==> src/rtl/fetch_serializer.sv <==
// Serializes a masked row of fetch entries into a one-per-cycle stream for decode.
// Optional performance counters are built when FETCH_SERIALIZER_PERF_EN is defined.
module fetch_serializer #(
    // Defaults track tortoise_pkg::INSTR_PER_FETCH and $bits(tortoise_pkg::fetch_entry_t).
    parameter int unsigned INSTR_PER_FETCH = 4,
    parameter int unsigned ENTRY_W         = 32,
    localparam int unsigned SlotW = (INSTR_PER_FETCH > 1) ? $clog2(INSTR_PER_FETCH) : 1
) (
    input  logic                               clk_i,
    input  logic                               rst_ni,
    input  logic                               flush_i,
    input  logic                               row_valid_i,
    output logic                               row_ready_o,
    input  logic [INSTR_PER_FETCH*ENTRY_W-1:0] row_i,
    input  logic [INSTR_PER_FETCH-1:0]         row_mask_i,
    output logic                               instr_valid_o,
    input  logic                               instr_ready_i,
    output logic [ENTRY_W-1:0]                 instr_o,
`ifdef FETCH_SERIALIZER_PERF_EN
    output logic [31:0]                        issued_cnt_o,
    output logic [31:0]                        stall_cnt_o,
`endif
    output logic [SlotW-1:0]                   slot_o
);

    logic [INSTR_PER_FETCH*ENTRY_W-1:0] row_q, row_d;
    logic [INSTR_PER_FETCH-1:0]         pend_q, pend_d;
    logic                               full_q, full_d;

    logic [SlotW-1:0] sel;
    logic             one_left;
    logic             xfer;
    logic             last_issue;
    logic             accept;

    // Lowest pending slot wins; an empty mask falls back to slot 0.
    always_comb begin
        sel = '0;
        for (int i = INSTR_PER_FETCH - 1; i >= 0; i--) begin
            if (pend_q[i]) sel = SlotW'(i);
        end
    end

    assign one_left      = (pend_q != '0) &&
                           ((pend_q & (pend_q - INSTR_PER_FETCH'(1))) == '0);
    assign instr_valid_o = full_q & (pend_q != '0);
    assign instr_o       = row_q[int'(sel)*ENTRY_W +: ENTRY_W];
    assign slot_o        = sel;
    assign xfer          = instr_valid_o & instr_ready_i;
    assign last_issue    = xfer & one_left;
    assign row_ready_o   = ~full_q | last_issue;
    assign accept        = row_valid_i & row_ready_o & ~flush_i;

    always_comb begin
        row_d  = row_q;
        pend_d = pend_q;
        full_d = full_q;
        if (flush_i) begin
            pend_d = '0;
            full_d = 1'b0;
        end else if (accept) begin
            row_d  = row_i;
            pend_d = row_mask_i;
            // An all-masked row is consumed without ever occupying the buffer.
            full_d = (row_mask_i != '0);
        end else if (xfer) begin
            pend_d[sel] = 1'b0;
            if (last_issue) full_d = 1'b0;
        end
    end

    always_ff @(posedge clk_i or negedge rst_ni) begin
        if (!rst_ni) begin
            row_q  <= '0;
            pend_q <= '0;
            full_q <= 1'b0;
        end else begin
            row_q  <= row_d;
            pend_q <= pend_d;
            full_q <= full_d;
        end
    end

`ifdef FETCH_SERIALIZER_PERF_EN
    logic [31:0] issued_cnt_q, stall_cnt_q;

    always_ff @(posedge clk_i or negedge rst_ni) begin
        if (!rst_ni) begin
            issued_cnt_q <= '0;
            stall_cnt_q  <= '0;
        end else begin
            if (xfer && issued_cnt_q != '1) issued_cnt_q <= issued_cnt_q + 32'd1;
            if (instr_valid_o && !instr_ready_i && stall_cnt_q != '1) begin
                stall_cnt_q <= stall_cnt_q + 32'd1;
            end
        end
    end

    assign issued_cnt_o = issued_cnt_q;
    assign stall_cnt_o  = stall_cnt_q;
`endif

endmodule
==> config.mk <==
export PLATFORM = sky130hd
export DESIGN_NAME = fetch_serializer
export DESIGN_NICKNAME = d
export VERILOG_FILES = /design/src/rtl/fetch_serializer.sv
export SDC_FILE = /design/constraint.sdc
export NUM_CORES = 1
export LEC_CHECK = 0
export CAP_MARGIN = 10
export CORE_MARGIN = 8
export CORE_UTILIZATION = 51
export DETAILED_ROUTE_END_ITERATION = 8
export GPL_ROUTABILITY_DRIVEN = 1
export PLACE_DENSITY = 0.86
export REMOVE_ABC_BUFFERS = 1
export SLEW_MARGIN = 10
export SYNTH_ARGS = -nofsm -noshare
export SYNTH_HDL_FRONTEND = slang
export SYNTH_SLANG_ARGS = --single-unit
==> constraint.sdc <==
create_clock -name clk_i -period 3.1 [get_ports clk_i]
set_input_delay 0.62 -clock clk_i [delete_from_list [all_inputs] [get_ports clk_i]]
set_output_delay 0.62 -clock clk_i [all_outputs]
set_load 0.01 [all_outputs]
# After elaboration in Yosys (flattened, before gate mapping)
# Cells that the tools add are included.
dict set report totals {
  register_bits 133
  input_bits 137
  elab_cells 40
  out_inout_bits 36
}
dict set report op_classes {
  addsub 1
  n_shift 1
  bitwise_logic 11
  n_reduce_logical 9
  order_cmp 2
  n_mux 13
}
# operator count
set op_table {}
lappend op_table {{128-bit by 8-bit variable part select with 32-bit output} 1}
lappend op_table {{4-bit two-way mux} 3}
lappend op_table {{4-bit AND} 2}
lappend op_table {{2-bit two-way mux} 4}
lappend op_table {{4-bit nonzero test} 2}
lappend op_table {{3-bit nonzero test} 2}
lappend op_table {{1-bit AND} 5}
lappend op_table {{1-bit two-way mux} 5}
lappend op_table {{4-bit logical NOT} 1}
lappend op_table {{4-bit inverter} 1}
lappend op_table {{2-bit AND reduction} 2}
lappend op_table {{4-bit by 1-bit subtractor with 4-bit output (second input constant)} 1}
lappend op_table {{2-bit by 3-bit < comparator with 1-bit output (second input constant)} 1}
lappend op_table {{1-bit demux with 2-bit select} 1}
lappend op_table {{2-bit by 1-bit >= comparator with 1-bit output (second input constant)} 1}
lappend op_table {{1-bit logical AND} 2}
lappend op_table {{1-bit inverter} 2}
lappend op_table {{1-bit OR} 1}

# Longest topological paths before layout
dict set report depth {
  depth_word 13
  depth_mapped 7
  depth_no_buf 4
}

# Worst setup path after synthesis
# Ideal clock, no wire load.
dict set report synth_timing {
  path_type {flip-flop to output port}
  start {register pend_q[0]}
  end {output instr_o[10]}
  path_buffers 2
  setup_slack_ns 1.048
  path_stages_with_launch 6
  arrival_time_ns 1.432
  required_time_ns 2.480
  path_cell_list {dfrtp_1 -> buf_2 -> nor4b_4 -> clkbuf_1 -> a222oi_1 -> nand2_1}
}
dict set report synth_between {
  elab_chain_cells 2
}
# element line
set synth_lines {}
lappend synth_lines {{start: declaration} 27} ;# logic [INSTR_PER_FETCH-1:0] pend_q, pend_d;
lappend synth_lines {{start signal: assignment} 79} ;# pend_q <= pend_d;
lappend synth_lines {{2-bit two-way mux} 40} ;# if (pend_q[i]) sel = SlotW'(i);
lappend synth_lines {{128-bit by 8-bit variable part select with 32-bit output} 47} ;# assign instr_o = row_q[int'(sel)*ENTRY_W +: ENTRY_W];
lappend synth_lines {{end: declaration} 18} ;# output logic [ENTRY_W-1:0] instr_o,
# No other way between the ends.

# Final worst setup path
dict set report layout_timing {
  start {register pend_q[0]}
  end {output instr_o[9]}
}
# Same word-level chain as after synthesis.

==> impl_metrics.env <==
export IMPL_slew_viol_final=0
export IMPL_p_sw_share_pct=25.29
export IMPL_setup_ws_ps=83.87
export IMPL_finalCriticalPeriod_ps=3016
export IMPL_row_count=38
export IMPL_num_antenna_cells=0
export IMPL_port_buffers=172
export IMPL_netlist_area_um2=5712
export IMPL_layout_drive_gt1_share_pct=18.08
export IMPL_reg2reg_slack_ps=830
export IMPL_synth_area_leader_cell="dfrtp_1"
export IMPL_fp_dieW_um=121.8
export IMPL_dr_pass1_iters=9
export IMPL_setup_viol=0
export IMPL_core_um2=10890
export IMPL_use_met3_pct=8.885
export IMPL_hp_start="row_q[57]"
export IMPL_nFillCells=684
export IMPL_pre_cts_ws_ps=464.4
export IMPL_grt_max_degree=65
export IMPL_tns_ps=0
export IMPL_max_clock_freq_mhz=331.6
export IMPL_synth_warnings=0
export IMPL_seqPwrFrac_pct=41.2
export IMPL_grt_pass1_wl_um=24910
export IMPL_via_per_inst=5.668
export IMPL_comb_power_share_pct=22.8
export IMPL_ant_nets=0
export IMPL_synth_edf_count=0
export IMPL_synth_most_common_cell="dfrtp_1"
export IMPL_synth_main_ff_cell="dfrtp_1"
export IMPL_syn_inst=421
export IMPL_syn_area_per_cell_um2=13.57
export IMPL_grt_pass1_vias=4747
export IMPL_timing_rr_start="pend_q[0]"
export IMPL_cts_tree="yes"
export IMPL_period_share_pct=97.29
export IMPL_path_cells="nor4b_4 > buf_6 > a222oi_1 > nand2_1 > clkdlybuf4s50_1"
export IMPL_use_met1_pct=25.40
export IMPL_p_leak_nw=3.553
export IMPL_hold_end="row_q[57]"
export IMPL_routed_wl_um=15640
export IMPL_top_usage_layer="met2"
export IMPL_r2r_end="row_q[47]"
export IMPL_synth_common_cells="133 x dfrtp_1, 76 x mux2_1, 66 x nand2_1"
export IMPL_die_area_um2=14840
export IMPL_p_int_w=0.004328
export IMPL_status="finished, final reports clean"
export IMPL_synth_area_leaders="dfrtp_1 58%, mux2_1 15%, mux2_2 10%"
export IMPL_hold_depth=1
export IMPL_worstMarginPinSlew_ps=629.1
export IMPL_hold_viol=0
export IMPL_slew_headroom_pct=58.06
export IMPL_finalClockSkew_ps=6.972
export IMPL_power_density_nw_per_um2=695.3
export IMPL_cts_buffer_depth=2
export IMPL_syn2layout_area_growth_pct=45.89
export IMPL_drt_iter0_markers=459
export IMPL_clock_latency_ps=520
export IMPL_nets=738
export IMPL_clock_power_share_pct=36.0
export IMPL_ys_seq_area_share_pct=58.27
export IMPL_cp_max_fo=19
export IMPL_fp_dieH_um=121.8
export IMPL_grtUsageTotal_pct=21.74
export IMPL_path_class="register to output pin"
export IMPL_ys_ff_latch=133
export IMPL_worstSetupStartpointType="register"
export IMPL_hold_path_class="register to register"
export IMPL_cp_data_required_time_ps=2480
export IMPL_ir_worst_vdd_mv=0.4967
export IMPL_arrival_ps=2400
export IMPL_grt_util_met2_pct=35.16
export IMPL_wl_per_cell_um=20.74
export IMPL_yosysTopAreaCellShare_pct=58.27
export IMPL_cts_buffers=17
export IMPL_place_congestion=0.8029
export IMPL_max_cap_viol_count=0
export IMPL_h_tree_depth=4
export IMPL_synth_cell_types=27
export IMPL_cts_sinks=133
export IMPL_path_clk_slew_ps=60
export IMPL_ios=173
export IMPL_slowest_stage="clkdlybuf4s50_1"
export IMPL_cts_root_buf="clkbuf_8"
export IMPL_p_sw_w=0.001465
export IMPL_slowest_delay_ps=570
export IMPL_routed_via_count=4274
export IMPL_overflow=0
export IMPL_start_util_pct=52.46
export IMPL_dp_hpwl_um=10780
export IMPL_ff2ff_path_depth=6
export IMPL_drcViolationCount=0
export IMPL_antenna_found_initial=0
export IMPL_worstSetupEndpointType="output pin"
export IMPL_async_flop_share_pct=100.0
==> power groups by stage <==
stage | clock [W] | combinational (W) | sequential (W)
floorplan | 0 | 0.000667 | 0.00233
global route | 0.00221 | 0.00143 | 0.00243
global placement | 0 | 0.00126 | 0.00236
finish | 0.00208 | 0.00132 | 0.00239
CTS | 0.00212 | 0.00134 | 0.00238
detailed placement | 0 | 0.00131 | 0.00240
==> logic make-up (layout without fill, tap and decap cells) <==
family / after synthesis / after routing / share of synthesized area, %
simple gates: 78 / 78 / 5.805
mux: 128 / 128 / 25.24
buf+inv: 33 / 226 / 2.913
compound gates: 48 / 48 / 7.623
xor+xnor: 1 / 1 / 0.1534
flops: 133 / 133 / 58.27
==> critical path: cells and delay by family, from the launching register on <==
kind	cells	cell delay [ps]
AO/OA/AOI/OAI	1	140
buffers and inverters	2	830
flip-flops	1	480
AND/OR/NAND/NOR	2	420
==> state kept, by name, summed over array words and instances (netlist names) <==
signal	cells
row_q	128
full_q	1
pend_q	4
==> per-layer routing <==
layer / up-vias / part of all wire [%] / wire, um
met5: - / 0 / 0
met4: 0 / 1.5 / 242
met3: 25 / 9.9 / 1550
met2: 199 / 50 / 7743
met1: 2140 / 39 / 6103
li1: 1910 / - / -
==> how the worst max path moves through the flow <==
stage | depth (start not counted) | start | slack, ps | end
final | 5 | pend_q[0] | 80 | instr_o[9]
after global routing | 5 | pend_q[0] | -5 | instr_o[28]
after CTS | 6 | pend_q[2] | -9 | instr_o[5]
after detailed placement | 5 | pend_q[0] | 460 | row_ready_o
after global placement | 4 | instr_ready_i | 500 | row_ready_o
after floorplan | 4 | pend_q[0] | -2710 | row_q[0]
==> timing repair <==
action | in CTS | in global routing
setup endpoints to repair | 29 | 33
hold buffers | 1 | 0
hold endpoints to repair | 17 | 0
buffers inserted | 2 | 2
pin swaps | 0 | 2
resized for setup | 4 | 9
gates cloned | 0 | 0
==> placed cells by master (no fill, tap or decap), types with 2 or more instances in the layout <==
master,n
buf_6,5
bufinv_16,4
o21ai_0,2
buf_12,5
nor2_1,3
mux2_1,76
clkbuf_8,5
nand2_1,66
clkbuf_16,16
clkdlybuf4s50_1,170
a32o_1,2
a222oi_1,32
dfrtp_2,4
inv_1,4
mux2_2,52
dfrtp_1,129
clkinv_2,6
a21oi_1,5
buf_4,8
==> cell type report <==
cell class                      instances  area [um2]  area share (%)
Sequential cell                       133        3333           40.00
Multi-Input combinational cell        255        2246           26.95
Timing Repair Buffer                  190        1941           23.29
Clock buffer                           22       473.0           5.676
Tap cell                              140       175.2           2.102
Clock inverter                         10       150.1           1.802
Inverter                                4       15.01          0.1802
==> metrics by stage <==
step	total power, W	instances	hold WS (ps)	utilization, %	cell area, um2
2_1_floorplan	0.002993	392	324.4	-	5560
3_3_place_gp	0.003624	717	466.3	69.89	7610
3_5_place_dp	0.003711	717	474.8	69.89	7610
4_1_cts	0.005837	752	488.0	76.18	8294
5_1_grt	0.006074	754	495.9	76.53	8333
6_report	0.005794	754	483.6	76.53	8333
(Power assumes the default switching activity.)
